## src/rtl/sort4_sltu.sv

```systemverilog
// sort4_sltu: sequential ascending sorter for four unsigned N-bit words.
//
// One shared unsigned less-than comparator (sltu) does one compare-swap per
// cycle on a fixed bubble-sort schedule: pairs (0,1),(1,2),(2,3),(0,1),(1,2),(0,1).
// A vector is accepted in IDLE, sorted in exactly 6 SORT cycles, then presented
// in DONE until the consumer takes it.
//
// Ports:
//   clk        system clock, rising edge
//   rst        synchronous active-low reset
//   in_valid   producer offers a vector on in_data
//   in_ready   high in IDLE: a vector can be accepted this cycle
//   in_data    element k at [k*N +: N], k = 0..3
//   out_valid  high in DONE: sorted vector on out_data
//   out_ready  consumer accepts out_data this cycle
//   out_data   sorted ascending, smallest at [0 +: N]
//   swaps      number of swaps performed on the current vector (0..6)

// Unsigned strict less-than: lt = (a < b).
module sltu #(
  parameter int N = 32
) (
  input  logic [N-1:0] a,
  input  logic [N-1:0] b,
  output logic         lt
);
  assign lt = (a < b);
endmodule

module sort4_sltu #(
  parameter int N = 32
) (
  input  logic           clk,
  input  logic           rst,
  input  logic           in_valid,
  output logic           in_ready,
  input  logic [4*N-1:0] in_data,
  output logic           out_valid,
  input  logic           out_ready,
  output logic [4*N-1:0] out_data,
  output logic [2:0]     swaps
);

  typedef enum logic [1:0] {
    IDLE = 2'd0,
    SORT = 2'd1,
    DONE = 2'd2
  } state_t;

  state_t       state;
  state_t       state_nx;
  logic [N-1:0] r [4];
  logic [2:0]   step;
  logic [1:0]   j;        // lower index of the pair handled this step
  logic [1:0]   jp;       // j + 1, never wraps since j <= 2
  logic [N-1:0] lo_val;   // r[j]
  logic [N-1:0] hi_val;   // r[j+1]
  logic         comp;     // r[j+1] < r[j], unsigned

  // Bubble-sort schedule: three passes of shrinking length.
  always_comb begin
    // NOTE: every always_comb output gets a default first so no path leaves it
    // unassigned, which would otherwise infer a latch.
    j = 2'd0;
    unique case (step)
      3'd1, 3'd4: j = 2'd1;
      3'd2:       j = 2'd2;
      default:    j = 2'd0;
    endcase
  end

  assign jp     = j + 2'd1;
  assign lo_val = r[j];
  assign hi_val = r[jp];

  sltu #(.N(N)) u_cmp (
    .a  (hi_val),
    .b  (lo_val),
    .lt (comp)
  );

  // Next-state logic.
  always_comb begin
    state_nx = state;
    unique case (state)
      IDLE:    if (in_valid)     state_nx = SORT;
      SORT:    if (step == 3'd5) state_nx = DONE;
      DONE:    if (out_ready)    state_nx = IDLE;
      default:                   state_nx = IDLE;
    endcase
  end

  // Handshake outputs depend only on the state register, so they are glitch-free.
  assign in_ready  = (state == IDLE);
  assign out_valid = (state == DONE);

  // State register and datapath.
  // NOTE: sequential state is written with non-blocking assignments so every
  // register samples pre-edge values; the swap below relies on this.
  always_ff @(posedge clk) begin
    if (!rst) begin
      state <= IDLE;
      // NOTE: the element registers are reset too because out_data must read 0
      // after reset; a plain storage array with no visible reset value would
      // normally be left unreset.
      for (int k = 0; k < 4; k++) r[k] <= '0;
      step  <= '0;
      swaps <= '0;
    end else begin
      state <= state_nx;
      unique case (state)
        IDLE: begin
          if (in_valid) begin
            for (int k = 0; k < 4; k++) r[k] <= in_data[k*N +: N];
            step  <= '0;
            swaps <= '0;
          end
        end
        SORT: begin
          if (comp) begin
            r[j]  <= hi_val;
            r[jp] <= lo_val;
            swaps <= swaps + 3'd1;
          end
          step <= step + 3'd1;
        end
        default: ;  // DONE holds r and swaps stable
      endcase
    end
  end

  assign out_data = {r[3], r[2], r[1], r[0]};

endmodule
```

## config.mk

```make
export PLATFORM = sky130hd
export DESIGN_NAME = sort4_sltu
export DESIGN_NICKNAME = d
export VERILOG_FILES = /design/src/rtl/sort4_sltu.sv
export SDC_FILE = /design/constraint.sdc
export NUM_CORES = 1
export LEC_CHECK = 0
export CORE_ASPECT_RATIO = 0.5
export CORE_UTILIZATION = 45
export DETAILED_ROUTE_END_ITERATION = 8
export DONT_BUFFER_PORTS = 1
export SYNTH_ARGS = -nofsm -noshare
export SYNTH_HDL_FRONTEND = slang
export SYNTH_SLANG_ARGS = --single-unit
```

## constraint.sdc

```tcl
create_clock -name clk -period 9.85 [get_ports clk]
set_input_delay 2.955 -clock clk [delete_from_list [all_inputs] [get_ports clk]]
set_output_delay 2.955 -clock clk [all_outputs]
set_load 0.005 [all_outputs]
```

# [Yosys cells after proc, flatten, opt, wreduce, memory -nomap -nowiden]
# Memories as Yosys holds them, arrays and structs flattened.
# Index checks and enable logic that the tools add are counted.
# Widths: inputs -> output; s select.
[word_totals] ff_bits=8 mem_bits_rw=128 input_bits=132 output_inout_bits=133 word_cells=58 memories=1
[op_classes] n_eq_ne=10 order_cmp=1 bitwise=4 muxes=28 n_reduce_logical=8 add_sub_neg=3
[mem_list] name="r" depth=4 width=32 read_ports=6 rd_clocked_by_memory_dff=0 write_ports=4 line="52" text="logic [N-1:0] r [4];"
[ops] op="$mux 32" count=6
[ops] op="$reduce_or 32->1" count=2
[ops] op="$lt 32x32->1" count=1
[ops] op="$pmux 3 s2" count=2
[ops] op="$mux 1" count=11
[ops] op="$mux 2" count=5
[ops] op="$add 3x1->3 const B" count=2
[ops] op="$eq 3x3->1 const B" count=2
[ops] op="$mux 3" count=2
[ops] op="$ne 2x2->1 const B" count=3
[ops] op="$pmux 2 s3" count=1
[ops] op="$reduce_and 3->1" count=2
[ops] op="$or 1x1->1" count=4
[ops] op="$pmux 2 s2" count=1
[ops] op="$eq 3x1->1 const B" count=1
[ops] op="$eq 3x2->1 const B" count=1
[ops] op="$add 2x1->2 const B" count=1
[ops] op="$eq 2x1->1 const B" count=1
[ops] op="$eq 2x2->1 const B" count=1
[ops] op="$logic_not 2->1" count=1
[ops] op="$ne 2x1->1 const B" count=1
[ops] op="$reduce_and 2->1" count=1
[ops] op="$reduce_bool 2->1" count=1
[ops] op="$reduce_or 2->1" count=1

# [Longest topological paths before layout]
# An unclocked memory read counts as a cell.
[logic_depth] word_depth=12 mapped_depth=22 ltp_nobuf=16

# [Modules after synthesis]
# A second synthesis with hierarchy kept.
[hier_totals] cells_unflattened=1132 hier_area_um2=10649.0
[modules_own_cells] module="sort4_sltu" instances=1 area_per_inst_um2=9850.7 cells_per_inst=1022 seq_area_each_um2=4003.8
[modules_own_cells] module="sltu" instances=1 area_per_inst_um2=798.3 cells_per_inst=110 seq_area_each_um2=0.0

# [Least setup slack after synthesis]
# No wires, ideal clock.
[synth_path] path_kind="reg2reg" from="register step[0]" to="memory r[1][0] (enable)" arrival_ns=5.209 path_buffers=6 path_stages_with_launch=21 path_slack_ns=4.247 setup_ns=0.394 t_required_ns=9.456 synth_period_minus_slack_ns=5.603 cell_sequence="dfxtp_1 -> inv_1 -> ha_1 -> mux2i_4 -> buf_6 -> buf_2 -> inv_1 -> ha_1 -> clkbuf_1 -> clkbuf_1 -> a211oi_1 -> a21oi_1 -> ha_1 -> a211oi_1 -> o211ai_1 -> a211oi_2 -> nand3_1 -> or3_1 -> clkbuf_1 -> buf_4 -> nand3_1"
[synth_lines] element="start, declared" line="53" text="logic [2:0] step;"
[synth_lines] element="start signal, assigned" line="125" text="step <= step + 3'd1;"
[synth_lines] element="end, declared" line="52"

==> impl_metrics.env <==
export IMPL_status="completed"
export IMPL_final_hold_viol_count=0
export IMPL_worst_slew_margin_rel=0.184
export IMPL_path_class="reg2reg"
export IMPL_wl_per_cell_um=28.7
export IMPL_core_um2=23200
export IMPL_synthToLayoutAreaGrowth_pct=4.26
export IMPL_peakVddDrop_mv=0.110
export IMPL_grt_pass1_wl_um=62300
export IMPL_worstHoldStart="swaps[2]"
export IMPL_row_count=39
export IMPL_portBuffers=0
export IMPL_hold_slack_ns=0.505
export IMPL_grt_pass1_vias=9795
export IMPL_pin_count=265
export IMPL_yosysSeqAreaShare=0.370
export IMPL_hold_buffers=0
export IMPL_leakage_nw=4.03
export IMPL_startpoint="step[2]"
export IMPL_maxCapViolations=0
export IMPL_synth_area_leaders="edfxtp_1, nand4_1, a31oi_1, nor4_1, mux2i_1"
export IMPL_clk_root_buffer_cell="clkbuf_16"
export IMPL_drtIter0Drc=1770
export IMPL_cp_slowest_cell="nand3_2"
export IMPL_grt_antenna_before_repair=0
export IMPL_post_route_util=0.486
export IMPL_crit_chain="mux2i_4 > buf_4 > inv_1 > ha_2 > buf_4 > a211oi_1 > a21oi_1 > ha_1 > o21ai_0 > o211ai_1 > a211oi_2 > and3_2 > nand3_2 > nand3_2"
export IMPL_clk_pin_slew_ns=0.06
export IMPL_nNetsFinal=1301
export IMPL_vias=10649
export IMPL_endpoint="r[0][7]"
export IMPL_end_kind="flop"
export IMPL_cpPeakStageDelay_ns=1.16
export IMPL_async_flop_share=0
export IMPL_worstRegToRegCells=14
export IMPL_insertedDiodeCount=0
export IMPL_gp_congestion=0.902
export IMPL_syn_num_nets=1418
export IMPL_post_cts_buffers=0
export IMPL_rsz0062_at_grt="false"
export IMPL_ant_nets=0
export IMPL_tritoncts="built"
export IMPL_synth_edf_count=128
export IMPL_power_density_nw_per_um2=172
export IMPL_dieArea_um2=24700
export IMPL_hpwl_um=26500
export IMPL_wl_um=41500
export IMPL_r2r_slack_ns=1.79
export IMPL_firstDrtPassIters=6
export IMPL_syn_area_per_cell_um2=8.71
export IMPL_cpLargestDelayFamily="simple AND/OR/NAND/NOR gates"
export IMPL_timing_hold_worst_class="reg2reg"
export IMPL_drive_gt1_frac=0.0607
export IMPL_numCtsBuffers=17
export IMPL_crit_path_start_kind="flop"
export IMPL_die_x_um=221
export IMPL_fmax_mhz=124
export IMPL_routed_via_density=7.37
export IMPL_setup_tns_ns=0
export IMPL_period_minus_slack_ns=8.06
export IMPL_r2r_end="r[0][7]"
export IMPL_syn_area_um2=10800
export IMPL_grt_max_degree=110
export IMPL_cts_buffer_depth=2
export IMPL_critPathArrivalTime_ns=8.11
export IMPL_critPathBufInv=3
export IMPL_synth_top_cell_area_share=0.356
export IMPL_yosys_register_bits=136
export IMPL_route_detailed_drc=0
export IMPL_synth_cell_types=51
export IMPL_grtUsageTotal=0.329
export IMPL_yosys_warnings=0
export IMPL_start_util=0.466
export IMPL_mostFrequentLayoutCell="nand2_1"
export IMPL_cts_resized=0
export IMPL_insertion_delay_ns=0.44
export IMPL_overflow=0
export IMPL_drv_slew=0
export IMPL_min_period_over_period=0.818
export IMPL_final_cell_mix="nand2_1, nand4_1, nor4_1, a31oi_1, edfxtp_1"
export IMPL_cp_num_cells=14
export IMPL_netlist_instances=1241
export IMPL_synth_largest_area_cell="edfxtp_1"
export IMPL_r2r_start="step[2]"
export IMPL_fin_skew_ns=0.0113
export IMPL_cp_required_ns=9.91
export IMPL_cp_max_fo=40
export IMPL_die_h_um=112
export IMPL_tightest_slew_ns=1.22
export IMPL_clkSinkCount=136
export IMPL_setup_viol=0
export IMPL_h_tree_depth=4
export IMPL_synth_top_flop_cell="edfxtp_1"
[cell families after synthesis]
group	synth area share
muxes	0.0686
buffers and inverters	0.0747
AOI/OAI and AO/OA	0.178
and+or+nand+nor	0.256
xor gates and xnor gates	0.000810
DFF	0.370
adders and majority gates	0.0521
[how the worst min path moves through the flow]
stage	to	depth (start not counted)	slack, ns
2_1_floorplan	swaps[2]	2	0.47
3_3_place_gp	swaps[2]	2	0.50
3_5_place_dp	swaps[2]	2	0.50
4_1_cts	swaps[2]	2	0.51
5_1_grt	swaps[2]	2	0.55
6_report	swaps[2]	2	0.51
[through the flow]
step	cells	area (um2)	setup WS (ns)	power, mW
after floorplan	1241	10800	4.25	1.16
after global placement	1412	10700	2.17	1.32
after detailed placement	1412	10700	2.04	1.33
after CTS	1444	11300	2.02	1.92
after global routing	1444	11300	1.43	2.02
final	1444	11300	1.79	1.94
[report_power, final]
group | switching, mW | internal (mW)
registers | 0.0941 | 0.728
logic | 0.342 | 0.173
clock network | 0.262 | 0.341
[area by class of cell]
| class | instances | area, um2 |
|---|---|---|
| Clock buffer | 20 | 437 |
| Tap cell | 307 | 384 |
| Inverter | 40 | 150 |
| Sequential cell | 136 | 4000 |
| Fill cell | 2175 | 11900 |
| Clock inverter | 12 | 85.1 |
| Multi-Input combinational cell | 915 | 6110 |
| Timing Repair Buffer | 14 | 105 |
[worst register-to-register path, stage by stage, from the launching register on]
cell      delay [ns]
dfxtp_1         0.67
mux2i_4         0.31
buf_4           0.46
inv_1           0.17
ha_2            0.96
buf_4           0.45
a211oi_1        0.08
a21oi_1         0.34
ha_1            0.33
o21ai_0         0.16
o211ai_1        0.14
a211oi_2        0.57
and3_2          0.91
nand3_2         0.95
nand3_2         1.17
[synthesized netlist by cell type, types with 2 or more instances]
library cell	n
ha_1	45
a31oi_1	128
a211o_1	3
inv_1	40
nor4_1	128
nand3_1	14
clkbuf_1	92
buf_1	6
buf_2	42
nand2_1	138
dfxtp_1	8
a211oi_1	65
a21oi_1	74
o211ai_1	4
mux2i_1	66
or3_1	4
o21bai_1	2
and3_1	4
nor2b_1	63
nand4_1	134
nor3_1	2
edfxtp_1	128
o21a_1	3
nor2_1	10
mux2_2	2
o21ai_0	3
buf_4	9
[registers in the layout, indices dropped and copies added, names as in the netlist]
signal,flops
r,128
state,2
step,3
swaps,3
[layer usage]
layer	global-route usage	vias to the layer above	part of all wire
li1	-	4648	-
met1	0.467	5130	0.43
met2	0.486	775	0.43
met3	0.0871	96	0.12
met4	0.104	0	0.028
met5	0	-	0
(Power assumes the default switching activity.)
